--- config.mk ---
export PLATFORM = sky130hd
export DESIGN_NAME = pwm_engine_scheduler
export DESIGN_NICKNAME = d
export VERILOG_FILES = /design/src/rtl/pwm_engine_scheduler.sv
export SDC_FILE = /design/constraint.sdc
export NUM_CORES = 1
export LEC_CHECK = 0
export BUFFER_PORTS_ARGS = -buffer_cell sky130_fd_sc_hd__buf_2
export CORE_AREA = 2 2 137 139
export DETAILED_ROUTE_END_ITERATION = 6
export DIE_AREA = 0 0 139 141
export MAX_ROUTING_LAYER = met4
export PLACE_DENSITY = 0.66
export SYNTH_ARGS = -nofsm -noshare
export SYNTH_HDL_FRONTEND = slang
export SYNTH_SLANG_ARGS = --single-unit
--- constraint.sdc ---
create_clock -name clk_50M -period 2.4 [get_ports clk_50M]
set_input_delay 0.24 -clock clk_50M [delete_from_list [all_inputs] [get_ports clk_50M]]
set_output_delay 0.24 -clock clk_50M [all_outputs]
set_load 0.01 [all_outputs]
--- src/rtl/pwm_engine_scheduler.sv ---
// rtl/pwm_engine_scheduler.sv - round-robin scheduler time-sharing one pattern PWM engine
// Optional feature macro: PWM_SCHED_REPEAT_EN (adds ch_repeat for continuous re-runs).
module pwm_engine_scheduler #(
  parameter int NUM_CHANNELS  = 4,
  parameter int PAT_WIDTH     = 32,
  parameter int GAP_CYCLES    = 16,
  parameter int START_TIMEOUT = 255
) (
  input  logic                            clk_50M,
  input  logic                            rst,
  input  logic                            cfg_wr_stb,
  input  logic [7:0]                      cfg_wr_ch,
  input  logic [NUM_CHANNELS-1:0]         ch_en,
  input  logic [8*NUM_CHANNELS-1:0]       duty_bus,
  input  logic [16*NUM_CHANNELS-1:0]      dessert_bus,
  input  logic [8*NUM_CHANNELS-1:0]       pnum_bus,
  input  logic [PAT_WIDTH*NUM_CHANNELS-1:0] pat_bus,
  output logic [7:0]                      eng_duty,
  output logic [15:0]                     eng_dessert,
  output logic [7:0]                      eng_pnum,
  output logic [PAT_WIDTH-1:0]            eng_pat,
  output logic                            eng_start,
  output logic                            eng_stop,
  input  logic                            eng_busy,
  input  logic                            eng_valid,
`ifdef PWM_SCHED_REPEAT_EN
  input  logic [NUM_CHANNELS-1:0]         ch_repeat,
`endif
  output logic [NUM_CHANNELS-1:0]         grant,
  output logic [NUM_CHANNELS-1:0]         pending,
  output logic [NUM_CHANNELS-1:0]         ch_done,
  output logic                            sched_busy,
  output logic                            err_timeout
);

  localparam int IDXW = (NUM_CHANNELS > 1) ? $clog2(NUM_CHANNELS) : 1;
  localparam int TW   = $clog2(START_TIMEOUT + 2);
  localparam int GW   = $clog2(GAP_CYCLES + 2);
  localparam logic [TW-1:0] T_LAST   = TW'(START_TIMEOUT - 1);
  localparam logic [GW-1:0] G_LAST   = GW'((GAP_CYCLES == 0) ? 0 : GAP_CYCLES - 1);
  localparam logic [7:0]    CH_LIMIT = 8'(NUM_CHANNELS);
  localparam logic [NUM_CHANNELS-1:0] ONE = {{(NUM_CHANNELS-1){1'b0}}, 1'b1};

  typedef enum logic [2:0] {IDLE, LOAD, START, WAIT_BUSY, RUN, GAP} state_t;

  state_t                  state;
  logic [IDXW-1:0]         ptr, gidx, pick_idx, cand;
  logic                    pick_found;
  logic [TW-1:0]           t_cnt;
  logic [GW-1:0]           g_cnt;
  logic                    rerun;
  logic [NUM_CHANNELS-1:0] eligible, set_vec, clr_vec, keep_vec;
  logic                    wr_hit, abort, finish, timeout;

`ifdef PWM_SCHED_REPEAT_EN
  assign keep_vec = ch_repeat & ch_en;
`else
  assign keep_vec = '0;
`endif

  assign eligible = pending & ch_en;
  assign wr_hit   = |(set_vec & grant);
  assign abort    = (state == RUN) && !ch_en[gidx];
  assign finish   = (state == RUN) && ch_en[gidx] && (eng_valid || !eng_busy);
  assign timeout  = (state == WAIT_BUSY) && !eng_busy && (t_cnt == T_LAST);

  always_comb begin
    set_vec = '0;
    if (cfg_wr_stb && (cfg_wr_ch < CH_LIMIT))
      set_vec[cfg_wr_ch[IDXW-1:0]] = 1'b1;
  end

  // A rewrite of the active channel after its snapshot keeps it pending for another run.
  always_comb begin
    clr_vec = '0;
    if (abort || timeout)
      clr_vec = grant;
    else if (finish && !rerun)
      clr_vec = grant & ~keep_vec;
  end

  // Walk downward so the lowest offset from ptr is the final winner.
  always_comb begin
    pick_found = 1'b0;
    pick_idx   = '0;
    cand       = '0;
    for (int k = NUM_CHANNELS - 1; k >= 0; k--) begin
      cand = IDXW'((int'(ptr) + k) % NUM_CHANNELS);
      if (eligible[cand]) begin
        pick_found = 1'b1;
        pick_idx   = cand;
      end
    end
  end

  always_ff @(posedge clk_50M) begin
    if (rst)
      pending <= '0;
    else
      pending <= ch_en & ((pending & ~clr_vec) | set_vec);
  end

  always_ff @(posedge clk_50M) begin
    if (rst) begin
      state       <= IDLE;
      ptr         <= '0;
      gidx        <= '0;
      grant       <= '0;
      eng_duty    <= '0;
      eng_dessert <= '0;
      eng_pnum    <= '0;
      eng_pat     <= '0;
      eng_start   <= 1'b0;
      eng_stop    <= 1'b0;
      ch_done     <= '0;
      sched_busy  <= 1'b0;
      err_timeout <= 1'b0;
      t_cnt       <= '0;
      g_cnt       <= '0;
      rerun       <= 1'b0;
    end else begin
      eng_start <= 1'b0;
      eng_stop  <= 1'b0;
      ch_done   <= '0;
      case (state)
        IDLE: if (pick_found) begin
          gidx       <= pick_idx;
          grant      <= ONE << pick_idx;
          ptr        <= IDXW'((int'(pick_idx) + 1) % NUM_CHANNELS);
          sched_busy <= 1'b1;
          state      <= LOAD;
        end
        LOAD: begin
          eng_duty    <= duty_bus[8*gidx +: 8];
          eng_dessert <= dessert_bus[16*gidx +: 16];
          eng_pnum    <= pnum_bus[8*gidx +: 8];
          eng_pat     <= pat_bus[PAT_WIDTH*gidx +: PAT_WIDTH];
          rerun       <= 1'b0;
          state       <= START;
        end
        START: begin
          eng_start <= 1'b1;
          t_cnt     <= '0;
          if (wr_hit) rerun <= 1'b1;
          state     <= WAIT_BUSY;
        end
        WAIT_BUSY: begin
          if (wr_hit) rerun <= 1'b1;
          if (eng_busy) begin
            state <= RUN;
          end else if (timeout) begin
            err_timeout <= 1'b1;
            grant       <= '0;
            g_cnt       <= '0;
            state       <= GAP;
          end else begin
            t_cnt <= t_cnt + 1'b1;
          end
        end
        RUN: begin
          if (wr_hit) rerun <= 1'b1;
          if (abort) begin
            eng_stop <= 1'b1;
            grant    <= '0;
            g_cnt    <= '0;
            state    <= GAP;
          end else if (finish) begin
            ch_done <= grant;
            grant   <= '0;
            g_cnt   <= '0;
            state   <= GAP;
          end
        end
        GAP: begin
          if (g_cnt == G_LAST) begin
            sched_busy <= 1'b0;
            state      <= IDLE;
          end else begin
            g_cnt <= g_cnt + 1'b1;
          end
        end
        default: state <= IDLE;
      endcase
    end
  end

endmodule

### Word-level counts from Yosys, hierarchy flattened

Index checks and enable logic that the tools add are counted.

| storage, ports and cells | value |
|---|---|
| register bits | 102 |
| output and inout bits | 80 |

| cells by class | value |
|---|---|
| $add $sub $neg | 6 |
| magnitude comparators | 8 |
| eq/ne operators | 16 |
| shift-type cells | 5 |
| mux-type cells | 52 |
| bitwise gates (word level) | 9 |
| reduce and logical (&&, ||, !) cells | 31 |

Operators by type and width:

| cell | count |
|---|---|
| variable part select 128 x 8 -> 32 bit | 1 |
| variable part select 32 x 6 -> 8 bit | 2 |
| variable part select 64 x 7 -> 16 bit | 1 |
| 2-to-1 mux 4 bit | 8 |
| 2-to-1 mux 5 bit | 5 |
| less-than comparator 2 x 3 -> 1 bit (second input constant) | 6 |
| 2-to-1 mux 3 bit | 6 |
| 2-to-1 mux 9 bit | 2 |
| one-hot mux 3 bit (6 select lines) | 1 |
| one-hot mux 9 bit (2 select lines) | 1 |
| AND 4 bit | 4 |
| 2-to-1 mux 1 bit | 15 |
| one-hot mux 5 bit (3 select lines) | 1 |
| != test 2 bit (second input constant) | 6 |
| one-hot mux 4 bit (3 select lines) | 1 |
| binary-select mux 1 bit (select 2 bit) | 5 |
| AND reduction 5 bit | 2 |
| adder 9 x 1 -> 9 bit (second input constant) | 1 |
| == test 9 x 8 -> 1 bit (second input constant) | 1 |
| AND reduction 3 bit | 3 |
| logical AND 1 bit | 8 |
| less-than comparator 8 x 3 -> 1 bit (second input constant) | 1 |
| 2-to-1 mux 2 bit | 4 |
| OR reduction 4 bit | 2 |
| 25 further kinds | 40 |

### Depth between registers and ports, before layout

| depth | value |
|---|---|
| depth after elaboration | 11 |
| gate-level depth with buffers | 7 |

### Worst setup path after synthesis

Ideal clock, no wire load.

| timing path | value |
|---|---|
| path type | reg-to-reg |
| start | reg g_cnt[0] |
| end | reg g_cnt[0] |
| library setup time | 0.117 ns |
| data arrival time | 1.690 ns |
| data required time | 2.283 ns |
| setup slack | 0.593 ns |
| cell stages (with the launch flop) | 8 |
| path buffers | 0 |
| cells stage by stage | dfxtp_1 ha_1 and3_1 ha_1 and2_1 o22ai_1 a31oi_1 a22o_1 |

| on the way | value |
|---|---|
| longest elaborated chain between the ends | 3 |
| elaborated cells between the ends (all ways) | 6 |

Ends and longest elaborated chain:

| element | RTL line | source |
|---|---|---|
| start: declaration | 50 | `logic [GW-1:0] g_cnt;` |
| start signal: assignment | 179 | `g_cnt <= g_cnt + 1'b1;` |
| adder 5 x 1 -> 5 bit / == test 5 x 4 -> 1 bit (equally long branches) | 179, 175 |  |
| 2-to-1 mux 5 bit / != test 2 bit (equally long branches) | -- |  |
| one-hot mux 5 bit (3 select lines) / AND reduction 5 bit (equally long branches) | -- |  |

Parallel ways exist; a longest one is shown, timed or not. The select of a mux whose other input is x is not followed.
A chain may end at the register's enable or synchronous reset.

### Worst setup path after layout

Same ends and word-level chain as after synthesis.

==> results.md <==
- RSZ-0062 raised after global routing: no
- Gpl congestion: between 0.8 and 0.9
- Final Cycle Share: between 80% and 90%
- Final Skew: 8.46 ps
- Layout cells sized above 1: roughly half
- Antenna-violating nets left: 0
- Most frequent cells in the layout: buf_2, nand2_1, dfxtp_1
- Worst Path Buf+Inv: 0
- PwrDens: 499 nW/um2
- Top area cells in the synthesized netlist: dfxtp_1, mux4_2, nand2_1
- Commonest non-fill, non-tap cell in the layout: buf_2
- Final non-filler cell total: 1179
- Slew Limit Fails: 0
- # Post-CTS Setup Buffers: 0
- Syn Inst Count: approximately 600
- Crit-path slowest cell: dfxtp_1
- Drt wl/cell: around 17 um
- Simple-gate portion of the synthesized area: a little under a fifth
- Crit path max-delay family: compound AO/OA/AOI/OAI gates
- Number of flops mapped to enable cells by yosys: 0
- # IOs: roughly 350
- Compound-cell area share of the yosys netlist: 14.1%
- Die width: between 100 and 150 um
- Pre-antenna DRT Iters: 5
- Unique masters post-synth: 55
- Final Hold Viols: 0
- Cts bufs inserted: 9
- CP startpoint: g_cnt[0]
- Vias in the first global route: about 5700
- CORE AREA: roughly 18000 um2
- Post-synth ARST share: 0%
- CP cell instances: ha_1, and3_1, ha_1, and2_1, o22ai_1, a31oi_1, a22o_1
- Leading area contributor after synthesis: dfxtp_1
- Clk Tree Root Cell: clkbuf_16
- Adder-cell share of the synthesized area: under 10%
- Critical path class: reg2reg
- Final Critical Period: 2010 ps
- Row count: 50
- Reg2reg start: g_cnt[0]
- Min-delay worst type: in2reg
- Top FF cell, synth: dfxtp_1
- Reg area: 2050 um2
- Filler Cells Inserted: roughly 1800
- Clock Latency Late Sink: about 350 ps
- Mapped Avg Cell Area: approximately 9.7 um2
- Placed cell count: 1160
- First-pass GRT wire length: approximately 30 mm
- CTS Sinks: 102
- Initial Util: about a third
- Setup_tns: 0 ps
- Critical path's most frequent cell: ha_1
- Layout Nets: 1218
- Number of port buffers: 352
- Synth warnings: 0
- H-tree levels: 3
- Worst setup endpoint: g_cnt[0]
- Slew headroom: between 50% and 60%
- Reg2reg end: g_cnt[0]
- Largest driver fanout on the critical path: 5
- Routed via count: about 6200
- Register bit total from synthesis: 102
- Slew @ Worst Pin: just over 600 ps
- Total congestion overflow: 0
- Clock Path Buffers: 2
- Max incr delay on CP: 340 ps
- Peak VDD IR: approximately 320 uV
- Vias/cell: 5.22
- GRT Total Usage: about 20%
- # hold bufs at CTS: 0
- Synthesized cell area: around 5800 um2
- Final setup vio count: 0
- Max Cap Viol: 0
- Detailed Place HPWL: between 15 and 20 mm
- Top cell type's share of synthesized area: 35.1%
- Clk pin slew, worst setup/hold paths: 70 ps
- Reg2reg setup slack: 390 ps
- Combinational family with the most area after synthesis: multiplexers
- CP Capture Type: flip-flop
- Post-synthesis mux area share: between 20% and 30%
- Req. time, crit path: ~2600 ps
- Hold path startpoint: ch_en[2]
- Register area share after synthesis: between 30% and 40%
- Initial antenna violation count: 2
- Largest net degree at the start of global routing: 66
- Residual DRC count: 0
- Die H: about 140 um
- Outcome: finished, final reports clean
- Starting DRT DRC Count: 295
- Area of the multi-input gates: 3540 um2
- CP arrival: 2250 ps
- Area of the die: between 15000 and 20000 um2
- Max Freq: 497 MHz
- Critical Path Start Type: flip-flop
- Hold Crit Depth: 3
- Syn nets: 883
- Area grow syn2layout: 40.2%
- FF-to-FF path depth: 7
- Routed wire length: ~20 mm
- Post_cts resized: 0
- TritonCTS clock tree: built
- Leakage power: between 0.003 and 0.004 uW
- Synth Area in XOR/XNOR: 0%
- CP Depth: 7
## flip-flops by register name, indices dropped and copies added, names as in the netlist
name	cells
grant	4
eng_pat	32
eng_pnum	8
sched_busy	1
eng_stop	1
pending	4
state	3
g_cnt	5
ch_done	4
ptr	2
eng_duty	8
gidx	2
rerun	1
err_timeout	1
t_cnt	9
eng_dessert	16
eng_start	1
## power breakdown
part | total [uW] | switching [uW] | internal, uW | leakage, uW
registers | 1810 | 43.3 | 1760 | 0.000825
logic | 745 | 379 | 365 | 0.00245
clock network | 1520 | 650 | 867 | 0.000150
## logic make-up after synthesis
group / Yosys count
buffers and inverters: 57
adder cells (fa/ha/maj): 8
flip-flops: 102
multiplexers: 71
AO/OA/AOI/OAI: 138
AND/OR/NAND/NOR: 226
## cells in the mapped netlist, types with 4 or more instances
cell type / number
ha_1: 8
clkbuf_1: 22
inv_1: 15
buf_2: 16
mux2i_1: 5
nand2_1: 146
and2_1: 11
a21oi_1: 89
nor3_1: 4
nand3_1: 8
nor2_1: 13
o21ai_0: 4
dfxtp_1: 102
o211ai_1: 5
a311oi_1: 6
mux4_2: 66
nor3b_1: 4
a31oi_1: 7
or3_1: 10
a31o_2: 4
## through the flow
step,utilization [%],worst slack (ps),power [uW],hold WS [ps],instance area (um2)
global route,44.6,221,4270,205,8150
finish,44.6,390,4070,187,8150
detailed placement,42.9,391,2600,441,7840
CTS,44.6,380,4120,171,8140
global placement,42.9,455,2590,439,7840
floorplan,-,593,2200,386,5810
## how the worst min path moves through the flow
stage	end	slack, ps
2_1_floorplan	pending[0]	390
3_3_place_gp	eng_dessert[11]	440
3_5_place_dp	err_timeout	440
4_1_cts	pending[2]	170
5_1_grt	pending[1]	200
6_report	pending[2]	190
## per-layer routing
layer | share of wire (%) | up-vias | global-route usage [%] | wire [um]
met2 | 47 | 284 | 30.6 | 9410
met4 | 1.9 | 0 | 6.59 | 385
met5 | 0 | - | - | 0
met1 | 43 | 2940 | 26.6 | 8710
met3 | 8.0 | 25 | 4.11 | 1600
li1 | - | 2910 | - | -
## layout make-up
cell class / instances / share of cell area (%)
diodes: 3 / 0.0921
flip-flops and latches: 102 / 25.1
clock buffers: 13 / 3.19
well taps: 234 / 3.59
clock inverters: 3 / 0.507
multi-input cells: 443 / 43.4
inverters: 15 / 0.691
repair buffers: 366 / 23.4
## worst min-delay path, cell delays in order
cell and delay (ps):
buf_2 130, o211ai_1 80, nor2_1 40
No activity file was read; power rests on OpenSTA's default activity.
